**config.mk**
```make
export PLATFORM = sky130hd
export DESIGN_NAME = rf_wb_arbiter_flat
export DESIGN_NICKNAME = d
export VERILOG_FILES = /design/src/rtl/rf_wb_arbiter_if.sv /design/src/rtl/rf_wb_arbiter.sv /design/src/flat_wrapper.sv
export SDC_FILE = /design/constraint.sdc
export NUM_CORES = 1
export LEC_CHECK = 0
export CORE_MARGIN = 1.5
export CORE_UTILIZATION = 35
export DETAILED_ROUTE_END_ITERATION = 8
export PLACE_DENSITY = 0.68
export SKIP_LAST_GASP = 1
export SLEW_MARGIN = 15
export SYNTH_ARGS = -nofsm -noshare
export SYNTH_HDL_FRONTEND = slang
export SYNTH_SLANG_ARGS = --single-unit
```
**constraint.sdc**
```tcl
create_clock -name clk -period 6.02 [get_ports clk]
set_clock_uncertainty 0.1 [all_clocks]
set_input_delay 1.806 -clock clk [delete_from_list [all_inputs] [get_ports clk]]
set_output_delay 1.806 -clock clk [all_outputs]
set_load 0.005 [all_outputs]
```
**src/rtl/rf_wb_arbiter_if.sv**
```systemverilog
// Bundle of execute/memory-side handshakes, register-file write port and
// decode hazard query shared by the writeback arbiter and its neighbours.
interface rf_wb_arbiter_if #(
    parameter int DATA  = 32,
    parameter int ADDR  = 5,
    parameter int DEPTH = 4
);
    localparam int CW = $clog2(DEPTH + 1);

    logic            alu_valid;
    logic [ADDR-1:0] alu_wa;
    logic [DATA-1:0] alu_wd;
    logic            alu_ready;

    logic            ld_issue;
    logic [ADDR-1:0] ld_issue_rd;
    logic            ld_issue_ready;

    logic            mem_valid;
    logic [ADDR-1:0] mem_wa;
    logic [DATA-1:0] mem_wd;
    logic            mem_ready;

    logic            rf_we;
    logic [ADDR-1:0] rf_wa;
    logic [DATA-1:0] rf_wd;

    logic [ADDR-1:0] chk_ra1;
    logic [ADDR-1:0] chk_ra2;
    logic            hazard;
    logic [CW-1:0]   pending_cnt;

    modport slave (
        input  alu_valid, alu_wa, alu_wd,
        output alu_ready,
        input  ld_issue, ld_issue_rd,
        output ld_issue_ready,
        input  mem_valid, mem_wa, mem_wd,
        output mem_ready,
        output rf_we, rf_wa, rf_wd,
        input  chk_ra1, chk_ra2,
        output hazard, pending_cnt
    );

    modport master (
        output alu_valid, alu_wa, alu_wd,
        input  alu_ready,
        output ld_issue, ld_issue_rd,
        input  ld_issue_ready,
        output mem_valid, mem_wa, mem_wd,
        input  mem_ready,
        input  rf_we, rf_wa, rf_wd,
        output chk_ra1, chk_ra2,
        input  hazard, pending_cnt
    );
endinterface

```
**src/rtl/rf_wb_arbiter.sv**
```systemverilog
// Register-file write-port arbiter: ALU writeback versus buffered load returns,
// with a per-register busy scoreboard for pending loads and WAW protection.
module rf_wb_arbiter #(
    parameter int DATA  = 32,
    parameter int ADDR  = 5,
    parameter int DEPTH = 4
) (
    input  logic           clk,
    input  logic           rstn,
    rf_wb_arbiter_if.slave bus
);
    localparam int NREG = 2 ** ADDR;
    localparam int CW   = $clog2(DEPTH + 1);
    localparam int PW   = $clog2(DEPTH);

    logic [NREG-1:1] busy_q;
    logic [NREG-1:1] busy_d;
    logic [NREG-1:0] busy_v;

    logic [ADDR-1:0] fifo_wa_q [DEPTH];
    logic [DATA-1:0] fifo_wd_q [DEPTH];
    logic [PW-1:0]   wr_ptr_q, wr_ptr_d;
    logic [PW-1:0]   rd_ptr_q, rd_ptr_d;
    logic [CW-1:0]   cnt_q, cnt_d;

    logic            full;
    logic            empty;
    logic            push;
    logic            pop;
    logic            issue;
    logic            alu_ok;
    logic [ADDR-1:0] head_wa;
    logic [DATA-1:0] head_wd;
    logic [ADDR-1:0] sel_wa;
    logic [DATA-1:0] sel_wd;

    assign busy_v  = {busy_q, 1'b0};
    assign full    = (cnt_q == CW'(DEPTH));
    assign empty   = (cnt_q == '0);
    assign head_wa = fifo_wa_q[rd_ptr_q];
    assign head_wd = fifo_wd_q[rd_ptr_q];

    assign issue   = bus.ld_issue & ~busy_v[bus.ld_issue_rd];
    assign push    = bus.mem_valid & ~full;

    // Reset gating keeps the write port quiet while rstn is held low even if
    // the ALU keeps presenting a result.
    assign alu_ok  = rstn & bus.alu_valid & ~busy_v[bus.alu_wa] & ~full;
    assign pop     = ~empty & ~alu_ok;

    always_comb begin
        sel_wa = bus.alu_wa;
        sel_wd = bus.alu_wd;
        if (pop) begin
            sel_wa = head_wa;
            sel_wd = head_wd;
        end
    end

    assign bus.alu_ready      = alu_ok;
    assign bus.ld_issue_ready = ~busy_v[bus.ld_issue_rd];
    assign bus.mem_ready      = ~full;
    assign bus.rf_we          = (alu_ok | pop) & (sel_wa != '0);
    assign bus.rf_wa          = sel_wa;
    assign bus.rf_wd          = sel_wd;
    assign bus.hazard         = busy_v[bus.chk_ra1] | busy_v[bus.chk_ra2];
    assign bus.pending_cnt    = cnt_q;

    // A fresh issue is only possible on a non-busy register, so setting after
    // the drain clear never hides a genuinely pending load.
    genvar gi;
    generate
        for (gi = 1; gi < NREG; gi++) begin : g_busy
            assign busy_d[gi] = (busy_q[gi] & ~(pop & (head_wa == ADDR'(gi))))
                              | (issue & (bus.ld_issue_rd == ADDR'(gi)));

            always_ff @(posedge clk or negedge rstn) begin
                if (!rstn) busy_q[gi] <= 1'b0;
                else       busy_q[gi] <= busy_d[gi];
            end
        end
    endgenerate

    always_comb begin
        wr_ptr_d = wr_ptr_q;
        rd_ptr_d = rd_ptr_q;
        if (push) wr_ptr_d = wr_ptr_q + PW'(1);
        if (pop)  rd_ptr_d = rd_ptr_q + PW'(1);
        cnt_d = cnt_q + CW'(push) - CW'(pop);
    end

    always_ff @(posedge clk or negedge rstn) begin
        if (!rstn) begin
            wr_ptr_q <= '0;
            rd_ptr_q <= '0;
            cnt_q    <= '0;
        end else begin
            wr_ptr_q <= wr_ptr_d;
            rd_ptr_q <= rd_ptr_d;
            cnt_q    <= cnt_d;
        end
    end

    always_ff @(posedge clk) begin
        if (push) begin
            fifo_wa_q[wr_ptr_q] <= bus.mem_wa;
            fifo_wd_q[wr_ptr_q] <= bus.mem_wd;
        end
    end
endmodule

```
**src/flat_wrapper.sv**
```systemverilog
// flat-port wrapper written by rule: the top's interface ports become plain ports
module rf_wb_arbiter_flat 
#(
    parameter int DATA  = 32,
    parameter int ADDR  = 5,
    parameter int DEPTH = 4
)
  (clk, rstn, bus_alu_valid, bus_alu_wa, bus_alu_wd, bus_alu_ready, bus_ld_issue, bus_ld_issue_rd, bus_ld_issue_ready, bus_mem_valid, bus_mem_wa, bus_mem_wd, bus_mem_ready, bus_rf_we, bus_rf_wa, bus_rf_wd, bus_chk_ra1, bus_chk_ra2, bus_hazard, bus_pending_cnt);
  rf_wb_arbiter_if #(.DATA(DATA), .ADDR(ADDR), .DEPTH(DEPTH)) bus_i ();
  input  logic clk;
  input  logic rstn;
  input wire logic [$bits(bus_i.alu_valid)-1:0] bus_alu_valid;
  input wire logic [$bits(bus_i.alu_wa)-1:0] bus_alu_wa;
  input wire logic [$bits(bus_i.alu_wd)-1:0] bus_alu_wd;
  output wire logic [$bits(bus_i.alu_ready)-1:0] bus_alu_ready;
  input wire logic [$bits(bus_i.ld_issue)-1:0] bus_ld_issue;
  input wire logic [$bits(bus_i.ld_issue_rd)-1:0] bus_ld_issue_rd;
  output wire logic [$bits(bus_i.ld_issue_ready)-1:0] bus_ld_issue_ready;
  input wire logic [$bits(bus_i.mem_valid)-1:0] bus_mem_valid;
  input wire logic [$bits(bus_i.mem_wa)-1:0] bus_mem_wa;
  input wire logic [$bits(bus_i.mem_wd)-1:0] bus_mem_wd;
  output wire logic [$bits(bus_i.mem_ready)-1:0] bus_mem_ready;
  output wire logic [$bits(bus_i.rf_we)-1:0] bus_rf_we;
  output wire logic [$bits(bus_i.rf_wa)-1:0] bus_rf_wa;
  output wire logic [$bits(bus_i.rf_wd)-1:0] bus_rf_wd;
  input wire logic [$bits(bus_i.chk_ra1)-1:0] bus_chk_ra1;
  input wire logic [$bits(bus_i.chk_ra2)-1:0] bus_chk_ra2;
  output wire logic [$bits(bus_i.hazard)-1:0] bus_hazard;
  output wire logic [$bits(bus_i.pending_cnt)-1:0] bus_pending_cnt;
  assign bus_i.alu_valid = bus_alu_valid;
  assign bus_i.alu_wa = bus_alu_wa;
  assign bus_i.alu_wd = bus_alu_wd;
  assign bus_alu_ready = bus_i.alu_ready;
  assign bus_i.ld_issue = bus_ld_issue;
  assign bus_i.ld_issue_rd = bus_ld_issue_rd;
  assign bus_ld_issue_ready = bus_i.ld_issue_ready;
  assign bus_i.mem_valid = bus_mem_valid;
  assign bus_i.mem_wa = bus_mem_wa;
  assign bus_i.mem_wd = bus_mem_wd;
  assign bus_mem_ready = bus_i.mem_ready;
  assign bus_rf_we = bus_i.rf_we;
  assign bus_rf_wa = bus_i.rf_wa;
  assign bus_rf_wd = bus_i.rf_wd;
  assign bus_i.chk_ra1 = bus_chk_ra1;
  assign bus_i.chk_ra2 = bus_chk_ra2;
  assign bus_hazard = bus_i.hazard;
  assign bus_pending_cnt = bus_i.pending_cnt;
  rf_wb_arbiter #(.DATA(DATA), .ADDR(ADDR), .DEPTH(DEPTH)) u_core (.clk(clk), .rstn(rstn), .bus(bus_i));
endmodule
```
==> results.ini, run 1 <==
[floorplanning]
io_pins=139
die_w_microns=162
fp-row-count=58
start_util_pct=35.5
fp.dieArea_sq_um=26200
core_area_sq_um=25000
die_y_microns=162

[worst_setup_path]
r2r-end=u_core.bus.pending_cnt[2]
reg2reg_depth=13
worstSetupEndpointType=output pin
crit_type=in -> out
cp_slowest_cell=mux4_2
critPathArrivalTime_ns=4.07
worstReg2RegStart=u_core.bus.pending_cnt[1]
cp_data_required_time_ns=4.11
r2r_slack_ns=2.77
start_kind=input pin
max_stage_delay_ns=0.47
critPathMaxFanout=5
crit_chain=buf_2, buf_6, mux2i_1, mux4_2, nand4b_1, o311ai_4, nor2_4, buf_12, bufbuf_16, mux2_2, clkdlybuf4s15_1

[place]
post-place-ws_ns=-0.561
numPortBuffers=138
place_congestion=0.922
dp_cells=986
dp_hpwl_microns=15100

[layout]
nNetsFinal=782
n_antenna_cell=0
instances_no_fill=1024
nFillCells=2194
area_growth_pct=30.3
drive_above_1_share_pct=29.7

[yosys]
synth_top_area_share_pct=50.2
synth_area_per_cell_sq_um=17.0
synth.most_common_cell=edfxtp_1
ys.warnings.count=0
synth_area_leaders=edfxtp_1 (50%), mux4_2 (15%), dfrtp_1 (11%)
async_reset_ff_share_pct=20.4
synth.top_cells.by_count=edfxtp_1 (148), mux4_2 (60), dfrtp_1 (38)
yosysTopAreaCell=edfxtp_1
seq_area_frac_synth_pct=61.0
synth_edf_count=148
post_synth_inst_count=520
synth_top_flop_cell=edfxtp_1
ys_ff_latch=186
synthesis.area_sq_um=8850
synth.distinct_cells=47
synth_nets=621

[clock_network]
clkTransAtPathRegs_ns=0.07
cts-root-buf=clkbuf_16
clock_latency_ns=0.43
cts.sinks=186
cts_buffers=17
clockBufferDepth=2
cts_tree=built
hold_buffers=0
htreeDepth=4

[global_route]
grt-ovfl-total=0
grt_max_degree=39
grt_antenna_before_repair=1
grtUsageTotal_pct=17.6
use_met1_pct=23.0
top_usage_layer=met2
use_met2_pct=28.9
met3_usage_pct=4.49
grt_pass1_vias=6068
grt_pass1_wl_microns=34700

[route]
ant_nets=0
routed_via_density=5.51
wl_per_cell_microns=21.7
drt-initial-drc-count=430
num_vias=5645
drc_errors=0
wl_microns=22200
dr.pass1.iters=6

[timing]
hold_viol=0
rsz0062_at_grt=yes
fmax_ghz=0.167
timing.final.ws_setup_ns=0.0416
setup_viol=0
tightest_slew_ns=1.03
drv_slew=0
relSlewSlack_pct=31.4
min_period_ns=5.98
finalSetupTns_ns=0
finalCritPeriodShare_pct=99.3

[power]
p_leak_nw=4.16
pwr_density_cell_nw_per_um2=462
peakVddDrop_v=0.000261

[hold_path]
min_path_type=reg -> reg
whs_path_depth=1
worstHoldStart=u_core.bus.pending_cnt[1]
whs_endpoint=u_core.bus.pending_cnt[2]

[flow_run]
drv_cap=0

[outcome]
outcome=completed

[area by class of cell]
type	count	area (sq um)	area share (%)
clock buffers	17	425	3.69
clock inverters	15	174	1.51
inverters	10	37.5	0.326
multi-input cells	292	3340	28.9
flip-flops and latches	186	5400	46.8
well taps	330	413	3.58
repair buffers	174	1750	15.1
[flip-flops by register name, summed over array words and instances (netlist names)]
| name | flops |
|---|---|
| u_core.bus.pending_cnt | 3 |
| u_core.busy_q | 31 |
| u_core.fifo_wa_q | 20 |
| u_core.fifo_wd_q | 128 |
| u_core.rd_ptr_q | 2 |
| u_core.wr_ptr_q | 2 |
[repair_timing]
action                     CTS  global route
setup endpoints to repair   40            40
buffers inserted             5             0
resized for setup           89            14
cloned                       3             0
hold endpoints to repair     0             0
pin swaps                    4             4
[placed cells by master, fill, tap and decap left out, drive strengths merged, types with 5 or more instances in the layout]
master         count
clkdlybuf4s50    101
nand3              5
buf               48
dlygate4sd2       21
or3                6
mux4              60
mux2i             20
ha                 6
nand2             20
o41ai             15
and3               7
dfrtp             38
o21ai             17
edfxtp           148
o31ai             34
nor2              11
clkbuf            17
inv               19
nand2b             9
mux2              46
[through the flow]
step                      hold slack (ns)  util, %  total power [mW]  cell area (sq um)
after floorplan                     0.403        -              3.26               8850
after CTS                           0.509     46.2              5.38              11500
after global routing                0.539     46.2              5.60              11500
final                               0.511     46.2              5.33              11500
after global placement              0.486     43.2              4.17              10800
after detailed placement            0.499     43.2              4.22              10800
[kinds of logic after synthesis]
logic type                 share of synthesized area (%)
and+or+nand+nor                                     4.48
xor gates and xnor gates                           0.495
DFF                                                 61.0
adders and majority gates                           1.07
AOI/OAI and AO/OA                                   6.70
muxes                                               24.1
buffers and inverters                               2.13
[critical path, delay by kind of cell]
family | cells | cell delay (ns)
buffers and inverters | 5 | 0.88
AOI/OAI and AO/OA | 1 | 0.14
and+or+nand+nor | 2 | 0.33
muxes | 3 | 0.90
[worst max path at each step]
stage             startpoint       endpoint
3_5_place_dp   bus_alu_wa[2]  bus_rf_wd[11]
3_3_place_gp   bus_alu_wa[0]   bus_rf_wa[2]
5_1_grt        bus_alu_wa[2]  bus_rf_wd[11]
2_1_floorplan  bus_alu_wa[0]   bus_rf_wa[0]
4_1_cts        bus_alu_wa[0]   bus_rf_wa[2]
6_report       bus_alu_wa[2]  bus_rf_wd[11]
[metal layers]
metal	vias up	part of all wire, %
li1	2469	-
met5	-	0.054
met4	2	1.6
met2	264	49
met1	2877	42
met3	33	7.9
[report_power, final]
part / leakage (nW) / switching, mW / total (mW) / internal (mW)
logic: 2.03 / 0.999 / 2.21 / 1.21
clock network: 0.292 / 0.523 / 1.12 / 0.595
registers: 1.83 / 0.268 / 2.00 / 1.73
total: 4.16 / 1.79 / 5.33 / 3.54
No activity file was read; power rests on OpenSTA's default activity.
==> run 2: changes to the inputs <==
Settings changed: SLEW_MARGIN 15 to unset.
==> results of run 2 <==
Same layout as run 1: the final DEF is identical, and so are final timing and power.
